--- src/rtl/l0mdt_dataformats_svh.sv ---
// MTC2SL word layout shared by the sector-logic blocks.
// Field positions only; consumers slice, never redefine.
package l0mdt_dataformats_svh;

  localparam int MTC2SL_LEN = 48;
  localparam int SLC_COMMON_LEN = 27;
  localparam int MTC2SL_COMMON_LSB = 20;
  localparam int MTC2SL_MDT_PROCFLAGS_LSB = 0;
  localparam int MTC2SL_MDT_PROCFLAGS_MSB = 3;

endpackage

--- src/rtl/mtc_rx_pkg.sv ---
// Shared types and constants for the MTC2SL receiver.
// Field layout is taken from l0mdt_dataformats_svh.
package mtc_rx_pkg;

  import l0mdt_dataformats_svh::*;

  localparam int MTC_RX_PKT_LEN = MTC2SL_LEN - 1;
  localparam int MTC_RX_N_MAX = 8;
  localparam int MTC_RX_PF_W =
    MTC2SL_MDT_PROCFLAGS_MSB - MTC2SL_MDT_PROCFLAGS_LSB + 1;

  typedef logic [$clog2(MTC_RX_N_MAX)-1:0] mtc_rx_lane_t;
  typedef logic [MTC_RX_PF_W-1:0] mtc_rx_pf_t;

  localparam mtc_rx_pf_t PF_PASS = 4'd1;
  localparam mtc_rx_pf_t PF_FAIL = 4'd2;
  localparam mtc_rx_pf_t PF_NOSEG = 4'd4;
  localparam mtc_rx_pf_t PF_INVALID = 4'hf;

endpackage

--- src/rtl/mtc_rx_lane_buf.sv ---
// Two-entry per-lane skid FIFO for the MTC2SL receiver.
// drop pulses when a push meets a full buffer with no pop.
module mtc_rx_lane_buf
  import mtc_rx_pkg::*;
#(
  parameter int W = MTC_RX_PKT_LEN
) (
  input  logic         clock,
  input  logic         rst,
  input  logic         push,
  input  logic [W-1:0] push_data,
  input  logic         pop,
  output logic [W-1:0] head,
  output logic         full,
  output logic         empty,
  output logic         drop
);

  logic [W-1:0] tail;
  logic [1:0]   count;
  logic         do_pop;

  assign full   = (count == 2'd2);
  assign empty  = (count == 2'd0);
  assign do_pop = pop && !empty;
  assign drop   = push && full && !do_pop;

  always_ff @(posedge clock) begin
    if (rst) begin
      count <= 2'd0;
      head  <= '0;
      tail  <= '0;
    end else begin
      unique case ({push, do_pop})
        2'b10: begin
          if (count == 2'd0) head <= push_data;
          else if (count == 2'd1) tail <= push_data;
          if (!full) count <= count + 2'd1;
        end
        2'b01: begin
          head  <= tail;
          count <= count - 2'd1;
        end
        2'b11: begin
          // occupancy unchanged; new word goes behind the survivor
          if (count == 2'd1) begin
            head <= push_data;
          end else begin
            head <= tail;
            tail <= push_data;
          end
        end
        default: ;
      endcase
    end
  end

endmodule

--- src/rtl/mtc_pkt_receiver.sv ---
// MTC2SL receiver: per-lane skid buffers, round-robin serialiser, decode.
// Define MTC_RX_PROCFLAG_STATS_EN to build the procflag statistics counters.
module mtc_pkt_receiver
  import l0mdt_dataformats_svh::*;
  import mtc_rx_pkg::*;
#(
  parameter int N_IN = 3,
  parameter int DROP_CNT_W = 16,
  parameter int STAT_CNT_W = 32,
  localparam int LW = (N_IN > 1) ? $clog2(N_IN) : 1
) (
  input  logic                      clock,
  input  logic                      rst,
  input  logic [MTC2SL_LEN-1:0]     mtc_in [N_IN],
  output logic                      out_valid,
  input  logic                      out_ready,
  output logic [MTC_RX_PKT_LEN-1:0] out_pkt,
  output logic [SLC_COMMON_LEN-1:0] out_common,
  output logic [MTC_RX_PF_W-1:0]    out_procflags,
  output logic [LW-1:0]             out_lane,
  output logic [DROP_CNT_W-1:0]     drop_cnt [N_IN],
  input  logic                      stats_clr,
  output logic [STAT_CNT_W-1:0]     stat_pass,
  output logic [STAT_CNT_W-1:0]     stat_fail,
  output logic [STAT_CNT_W-1:0]     stat_other
);

  logic [MTC_RX_PKT_LEN-1:0] head [N_IN];
  logic [N_IN-1:0] full;
  logic [N_IN-1:0] empty;
  logic [N_IN-1:0] drop;
  logic [N_IN-1:0] pop;

  for (genvar i = 0; i < N_IN; i++) begin : g_lane
    mtc_rx_lane_buf #(.W(MTC_RX_PKT_LEN)) u_buf (
      .clock     (clock),
      .rst       (rst),
      .push      (mtc_in[i][MTC2SL_LEN-1]),
      .push_data (mtc_in[i][MTC_RX_PKT_LEN-1:0]),
      .pop       (pop[i]),
      .head      (head[i]),
      .full      (full[i]),
      .empty     (empty[i]),
      .drop      (drop[i])
    );

    always_ff @(posedge clock) begin
      if (rst || stats_clr) drop_cnt[i] <= '0;
      else if (drop[i] && !(&drop_cnt[i]))
        drop_cnt[i] <= drop_cnt[i] + 1'b1;
    end
  end

  mtc_rx_lane_t ptr;
  mtc_rx_lane_t gnt;
  logic any;
  logic free;
  logic [MTC_RX_PKT_LEN-1:0] sel;
  int idx;

  assign free = !out_valid || out_ready;

  always_comb begin
    any = 1'b0;
    gnt = '0;
    idx = 0;
    for (int j = 0; j < N_IN; j++) begin
      idx = (int'(ptr) + j) % N_IN;
      if (!any && !empty[idx]) begin
        any = 1'b1;
        gnt = mtc_rx_lane_t'(idx);
      end
    end
  end

  assign sel = head[gnt];

  always_comb begin
    pop = '0;
    if (free && any) pop[gnt] = 1'b1;
  end

  always_ff @(posedge clock) begin
    if (rst) begin
      out_valid     <= 1'b0;
      out_pkt       <= '0;
      out_common    <= '0;
      out_procflags <= '0;
      out_lane      <= '0;
      ptr           <= '0;
    end else if (free) begin
      out_valid <= any;
      if (any) begin
        out_pkt       <= sel;
        out_common    <= sel[MTC2SL_COMMON_LSB +: SLC_COMMON_LEN];
        out_procflags <= sel[MTC2SL_MDT_PROCFLAGS_MSB:
                             MTC2SL_MDT_PROCFLAGS_LSB];
        out_lane      <= LW'(gnt);
        ptr <= mtc_rx_lane_t'((int'(gnt) + 1) % N_IN);
      end
    end
  end

`ifdef MTC_RX_PROCFLAG_STATS_EN
  logic hs;
  assign hs = out_valid && out_ready;

  always_ff @(posedge clock) begin
    if (rst || stats_clr) begin
      stat_pass  <= '0;
      stat_fail  <= '0;
      stat_other <= '0;
    end else if (hs) begin
      if (out_procflags == PF_PASS) begin
        if (!(&stat_pass)) stat_pass <= stat_pass + 1'b1;
      end else if (out_procflags == PF_FAIL) begin
        if (!(&stat_fail)) stat_fail <= stat_fail + 1'b1;
      end else begin
        if (!(&stat_other)) stat_other <= stat_other + 1'b1;
      end
    end
  end
`else
  assign stat_pass  = '0;
  assign stat_fail  = '0;
  assign stat_other = '0;
`endif

endmodule

--- config.mk ---
export PLATFORM = sky130hd
export DESIGN_NAME = mtc_pkt_receiver
export DESIGN_NICKNAME = d
export VERILOG_FILES = /design/src/rtl/l0mdt_dataformats_svh.sv /design/src/rtl/mtc_rx_pkg.sv /design/src/rtl/mtc_rx_lane_buf.sv /design/src/rtl/mtc_pkt_receiver.sv
export SDC_FILE = /design/constraint.sdc
export NUM_CORES = 1
export LEC_CHECK = 0
export BUFFER_PORTS_ARGS = -buffer_cell sky130_fd_sc_hd__buf_4
export CAP_MARGIN = 20
export CORE_UTILIZATION = 40
export CTS_BUF_LIST = sky130_fd_sc_hd__clkbuf_8
export DETAILED_ROUTE_END_ITERATION = 6
export SKIP_LAST_GASP = 1
export SYNTH_ARGS = -nofsm -noshare
export SYNTH_HDL_FRONTEND = slang
export SYNTH_SLANG_ARGS = --single-unit
--- constraint.sdc ---
create_clock -name clock -period 6.45 [get_ports clock]
set_input_delay 0.3225 -clock clock [delete_from_list [all_inputs] [get_ports clock]]
set_output_delay 0.3225 -clock clock [all_outputs]
set_load 0.02 [all_outputs]
After elaboration in Yosys (flattened, before gate mapping)

Index checks and enable logic that the tools add are counted.

Word-level logic and storage cells: 169
Input port bits: 148
Flip-flop bits (word level): 420

Divide/modulo/power cells: 4
Muxes and demuxes: 45
Eq/ne operators: 27
$add $sub $neg: 12
$lt $le $gt $ge: 6
Bitwise operators: 1
Reductions and logical operators: 56

Operators by type and width:

| operator                                                              | number |
|---|---|
| 47-bit two-way mux                                                    | 14 |
| 47-bit case mux with 3 select lines                                   | 3 |
| 47-bit case mux with 2 select lines                                   | 3 |
| 32-bit by 4-bit < comparator with 1-bit output, second input constant | 3 |
| 32-bit by 3-bit modulo with 32-bit output, second input constant      | 3 |
| 47-bit binary-select mux with 2-bit select                            | 1 |
| 16-bit by 1-bit adder with 16-bit output, second input constant       | 3 |
| 16-bit AND reduction                                                  | 3 |
| 4-bit by 3-bit modulo with 32-bit output, second input constant       | 1 |
| 2-bit equality test, second input constant                            | 9 |
| 2-bit != test, second input constant                                  | 9 |
| 1-bit logical AND                                                     | 16 |
| 2-bit AND reduction                                                   | 7 |
| 1-bit logical NOT                                                     | 13 |
| 2-bit by 1-bit equality test with 1-bit output, second input constant | 6 |
| 3-bit two-way mux                                                     | 4 |
| 2-bit case mux with 2 select lines                                    | 3 |
| 2-bit nonzero test                                                    | 6 |
| 1-bit two-way mux                                                     | 10 |
| 3-bit AND reduction                                                   | 3 |
| 3-bit nonzero test                                                    | 3 |
| 3-bit by 1-bit adder with 4-bit output, second input constant         | 2 |
| 2-bit by 1-bit adder with 2-bit output, second input constant         | 3 |
| 1-bit binary-select mux with 2-bit select                             | 3 |
| 11 further kinds                                                      | 20 |

Logic depth before layout (Yosys ltp)

Depth in word-level cells: 20
Mapped depth: 31
Mapped depth without buffers: 28

Hierarchy

Synthesis repeated with hierarchy kept, for this count alone.

Cell total of the unflattened synthesis: 2255
Area total of the unflattened synthesis: 19376.1 um^2

By module, submodules not included:

| module           | cells each | area each (um^2) | instances |
|---|---|---|---|
| mtc_rx_lane_buf  | 490        | 4184.0           | 3 |
| mtc_pkt_receiver | 785        | 6824.0           | 1 |

Worst setup path after synthesis

OpenSTA, ideal clock, no wires.

Path type: register to register
Start point: register ptr[1]
End point: register ptr[1]
Clock period less this slack: 5.644 ns
Slack: 0.806 ns
Stages on the path, launching flop included: 32
Setup time: 0.119 ns
Required time: 6.331 ns
Path buffers: 3
Arrival: 5.525 ns
Path through: dfxtp_1 ha_1 buf_2 and2_1 buf_2 nor2_1 ha_1 inv_1 o2111a_1 nor2_1 xnor2_1 inv_1 ha_1 a31oi_1 o21ai_1 nor2b_1 o211ai_1 nand4_1 nand2_1 buf_2 inv_2 nor2_1 xnor2_1 ha_1 inv_1 ha_1 nand2b_1 nor2_1 nand3_1 o211ai_1 nand3_1 o221a_2

Word-level cells in the longest chain between the ends: 13
Elaborated cells between the ends (all ways): 28
Classes of those cells: add/sub (3); div (4); mux (15); reduce/logical (6)

Ends and longest elaborated chain:

| item                                                  | line                   | RTL |
|---|---|---|
| start: declaration                                    | mtc_pkt_receiver.sv:54 | `mtc_rx_lane_t ptr;` |
| start signal: assignment                              | mtc_pkt_receiver.sv:99 | `ptr <= mtc_rx_lane_t'((int'(gnt) + 1) % N_IN);` |
| 3-bit by 1-bit adder with 4-bit output                | mtc_pkt_receiver.sv:68 | `idx = (int'(ptr) + j) % N_IN;` |
| 32-bit by 3-bit modulo with 32-bit output             | mtc_pkt_receiver.sv:68 |  |
| 1-bit binary-select mux with 2-bit select             | mtc_pkt_receiver.sv:69 | `if (!any && !empty[idx]) begin` |
| 1-bit two-way mux (implied by the code) (2 in series) | mtc_pkt_receiver.sv:69 |  |
| 1-bit logical NOT                                     | mtc_pkt_receiver.sv:69 |  |
| 1-bit logical AND                                     | mtc_pkt_receiver.sv:69 |  |
| 1-bit two-way mux                                     | mtc_pkt_receiver.sv:69 |  |
| 1-bit logical NOT                                     | mtc_pkt_receiver.sv:69 |  |
| 1-bit logical AND                                     | mtc_pkt_receiver.sv:69 |  |
| 3-bit two-way mux                                     | mtc_pkt_receiver.sv:69 |  |
| 3-bit by 1-bit adder with 4-bit output                | mtc_pkt_receiver.sv:99 |  |
| 32-bit by 3-bit modulo with 32-bit output             | mtc_pkt_receiver.sv:99 |  |

Several ways; a longest one is shown, not always the timed one. The select of a mux whose other input is x is not followed.
A chain may end at the register's enable or synchronous reset.

Final worst setup path

Start point: register ptr[2]
End point: register ptr[1]

The elaborated chain is that of the path after synthesis.

==> impl_metrics.csv <==
group,metric,value,unit
synthesis,synth_top_family_by_area,"simple AND/OR/NAND/NOR gates",
synthesis,post-synth-top-count-cell,"nand2_1",
final_layout,multi_input_area,0.008941,mm^2
drt,wirelength,55.51,mm
synthesis,yosysUniqueCellTypes,73,
floorplanning,die_h,214.5,um
status,outcome,"complete, but fails checks",
clock_tree,htree_levels,3,
timing,hold_viol,0,
final_layout,final_nets,2777,
floorplanning,io_pins,373,
grt,grt_pass1_vias,15750,
final_layout,area_growth,26.06,%
final_layout,seq_area,0.007787,mm^2
clock_tree,clk_path_buf_depth,3,
timing,setup_viol,0,
power_and_ir_drop,p_leak,0.009028,uW
floorplanning,die_w,214.5,um
clock_tree,insertion_delay,0.64,ns
floorplanning,start_util,40.67,%
drt,drtIter0Drc,1619,
clock_tree,clk_pin_slew,0.06,ns
drt,first_pass_iters,7,
synthesis,synth_warnings,0,
setup_path,worstSetupStartpointType,"flip-flop",
drt,drt-wirelength-per-cell,17.13,um
timing,slew_headroom,25.62,%
grt,grt_overflow,0,
setup_path,cp_max_fo,15,
clock_tree,numCtsBuffers,70,
placement,dpl.hpwl,36.60,mm
final_layout,fillCellCount,4228,
drt,antenna_left,0,
final_layout,final_area,0.02277,mm^2
synthesis,synth_top_area_share,43.11,%
synthesis,synth_cells,2263,
grt,grt_first_pass_wirelength,86.34,mm
synthesis,synth_compound_area_share,19.91,%
status,violations,"DRC",
power_and_ir_drop,p_total,14200,uW
floorplanning,num_rows,77,
clock_tree,clock-root-buffer,"clkbuf_8",
final_layout,drive_above_1_share,17.07,%
timing,period_share,91.33,%
synthesis,synth_seq_area_share,43.11,%
placement,gp_congestion,0.8553,
power_and_ir_drop,power.density,623.5,mW/mm^2
synthesis,synth.avg_cell_area,7.982,um^2
job,cap_viol_max_count,0,
placement,place_area,0.01994,mm^2
timing,clock_skew,0.03837,ns
grt,antenna_found_initial,7,
floorplanning,die-area,0.04601,mm^2
synthesis,synthAdderAreaFrac,2.355,%
setup_path,worstPathArrival,6.38,ns
setup_path,r2r_cells,27,
synthesis,yosys.area_share.xor_xnor,2.701,%
synthesis,synthFlopType,"dfxtp_1",
grt,grt_max_degree,221,
synthesis,synthTopCellsByCount,"524 x nand2_1, 389 x dfxtp_1, 292 x a21oi_1",
synthesis,yosys.area_share.simple,20.04,%
drt,vias,16850,
drt,routed_via_density,5.201,
power_and_ir_drop,peakVddDrop,0.8454,mV
timing,fmax,169.8,MHz
setup_path,worstPathRequired,6.94,ns
grt,grtUsageTotal,23.36,%
worst_hold_path,whs_path_depth,3,
synthesis,synth_top_cell_by_area,"dfxtp_1",
drt,drcViolationCount,2,
synthesis,ys_seq_elements,389,
setup_path,crit_path_end_kind,"flip-flop",
floorplanning,core,0.04441,mm^2
synthesis,synth_mux_area_share,1.836,%
timing,tightest_slew,1.116,ns
synthesis,netlist_area,0.01806,mm^2
synthesis,synth_edf_count,0,
timing,final_max_slew_viol_count,0,
worst_hold_path,worstHoldPathType,"in2reg",
placement,port_buffers,276,
clock_tree,cts_tree,"built",
setup_path,worstSetupPathType,"reg2reg",
timing,min_period,5.891,ns
synthesis,ys_top_cells_by_area,"dfxtp_1 43%, nand2_1 11%, a21oi_1 8.1%, buf_4 5.6%, nor2_1 4.9%",
synthesis,synth-async-reset-ratio,0,%
clock_tree,cts.sinks,389,
state kept, by name (all words and copies together), names as in the netlist:
name and count:
out_pkt 47, g_lane.u_buf.count 6, ptr 3, g_lane.u_buf.head 141, drop_cnt 48, out_lane 2
g_lane.u_buf.tail 141, out_valid 1
path summary, 6_finish.rpt:
| kind | startpoint | endpoint | slack [ns] |
|---|---|---|---|
| max | ptr[2] | ptr[1] | 0.56 |
| min | out_ready | out_valid | 0.12 |
| max reg2reg | ptr[2] | ptr[1] | 0.56 |
| min reg2reg | g_lane[2].u_buf.tail[27] | g_lane[2].u_buf.tail[27] | 0.45 |
stage by stage:
step | instances | hold WS (ns) | utilization [%] | setup slack (ns) | TNS, ns
after floorplan | 2358 | 0.4359 | - | 0.8064 | 0
after global placement | 2967 | 0.4407 | 44.89 | 0.7483 | 0
after detailed placement | 2967 | 0.4463 | 44.89 | 0.4231 | 0
after CTS | 3229 | 0.07202 | 51.10 | 0.4059 | 0
after global routing | 3240 | 0.1065 | 51.27 | -0.006946 | -0.006946
final | 3240 | 0.1174 | 51.27 | 0.5594 | 0
layout make-up:
| cell class | instances | area share [%] |
|---|---|---|
| Clock inverter | 36 | 0.8022 |
| Timing Repair Buffer | 454 | 16.79 |
| Tap cell | 592 | 3.253 |
| Multi-Input combinational cell | 1643 | 39.26 |
| Clock buffer | 83 | 5.017 |
| Inverter | 37 | 0.6099 |
| Antenna cell | 6 | 0.06593 |
| Sequential cell | 389 | 34.20 |
cell usage in the layout, fill, tap and decap left out, drive strengths merged, types with 36 or more instances in the layout:
| master | instances |
|---|---|
| inv | 61 |
| conb | 96 |
| clkbuf | 83 |
| dfxtp | 389 |
| a311oi | 40 |
| nor2 | 234 |
| a211oi | 67 |
| a222oi | 48 |
| a21oi | 296 |
| nand2 | 524 |
| dlygate4sd3 | 143 |
| xor2 | 36 |
| buf | 311 |
cell families (layout without fill, tap and decap cells):
family	after synthesis	after routing
compound gates	546	546
xor+xnor	54	54
fa+ha+maj	34	34
buf+inv	326	610
flops	389	389
mux	32	32
other cells	1	102
simple gates	881	881
repair_timing:
action / 4_1_cts / 5_1_grt
resized for setup: 0 / 6
buffers inserted: 0 / 5
hold buffers: 143 / 0
endpoints found under the setup margin: 0 / 2
endpoints found under the hold margin: 268 / 0
critical path, stage by stage (launching register included):
cell and delay, ns:
dfxtp_1 0.42, ha_1 0.35, and2_1 0.27, nor2_1 0.18, ha_2 0.27, inv_1 0.07
o2111a_1 0.27, nor2_1 0.19, xnor2_1 0.14, inv_1 0.06, ha_1 0.22, a31oi_1 0.19
o21ai_1 0.16, nor3b_2 0.36, o211ai_1 0.21, a211o_1 0.39, nand2_4 0.20, nor2_4 0.07
xnor2_1 0.17, ha_1 0.28, inv_1 0.07, ha_1 0.28, nand2b_1 0.07, nor2_1 0.22
nand3_1 0.11, o211ai_1 0.16, nand3_1 0.09, o221a_2 0.29
routing by layer:
metal / track usage (%) / vias to the layer above / share of wire (%)
li1: - / 8276 / -
met5: 0 / - / 0.023
met3: 3.972 / 76 / 7.0
met2: 34.74 / 588 / 43
met4: 7.238 / 2 / 1.8
met1: 34.15 / 7909 / 48
where the power goes:
| group | internal, uW | switching (uW) | total (uW) |
|---|---|---|---|
| registers | 3050 | 386 | 3430 |
| clock network | 1170 | 1040 | 2210 |
| logic | 2770 | 5780 | 8550 |
| total | 6990 | 7210 | 14200 |
No activity file was read; power rests on OpenSTA's default activity.
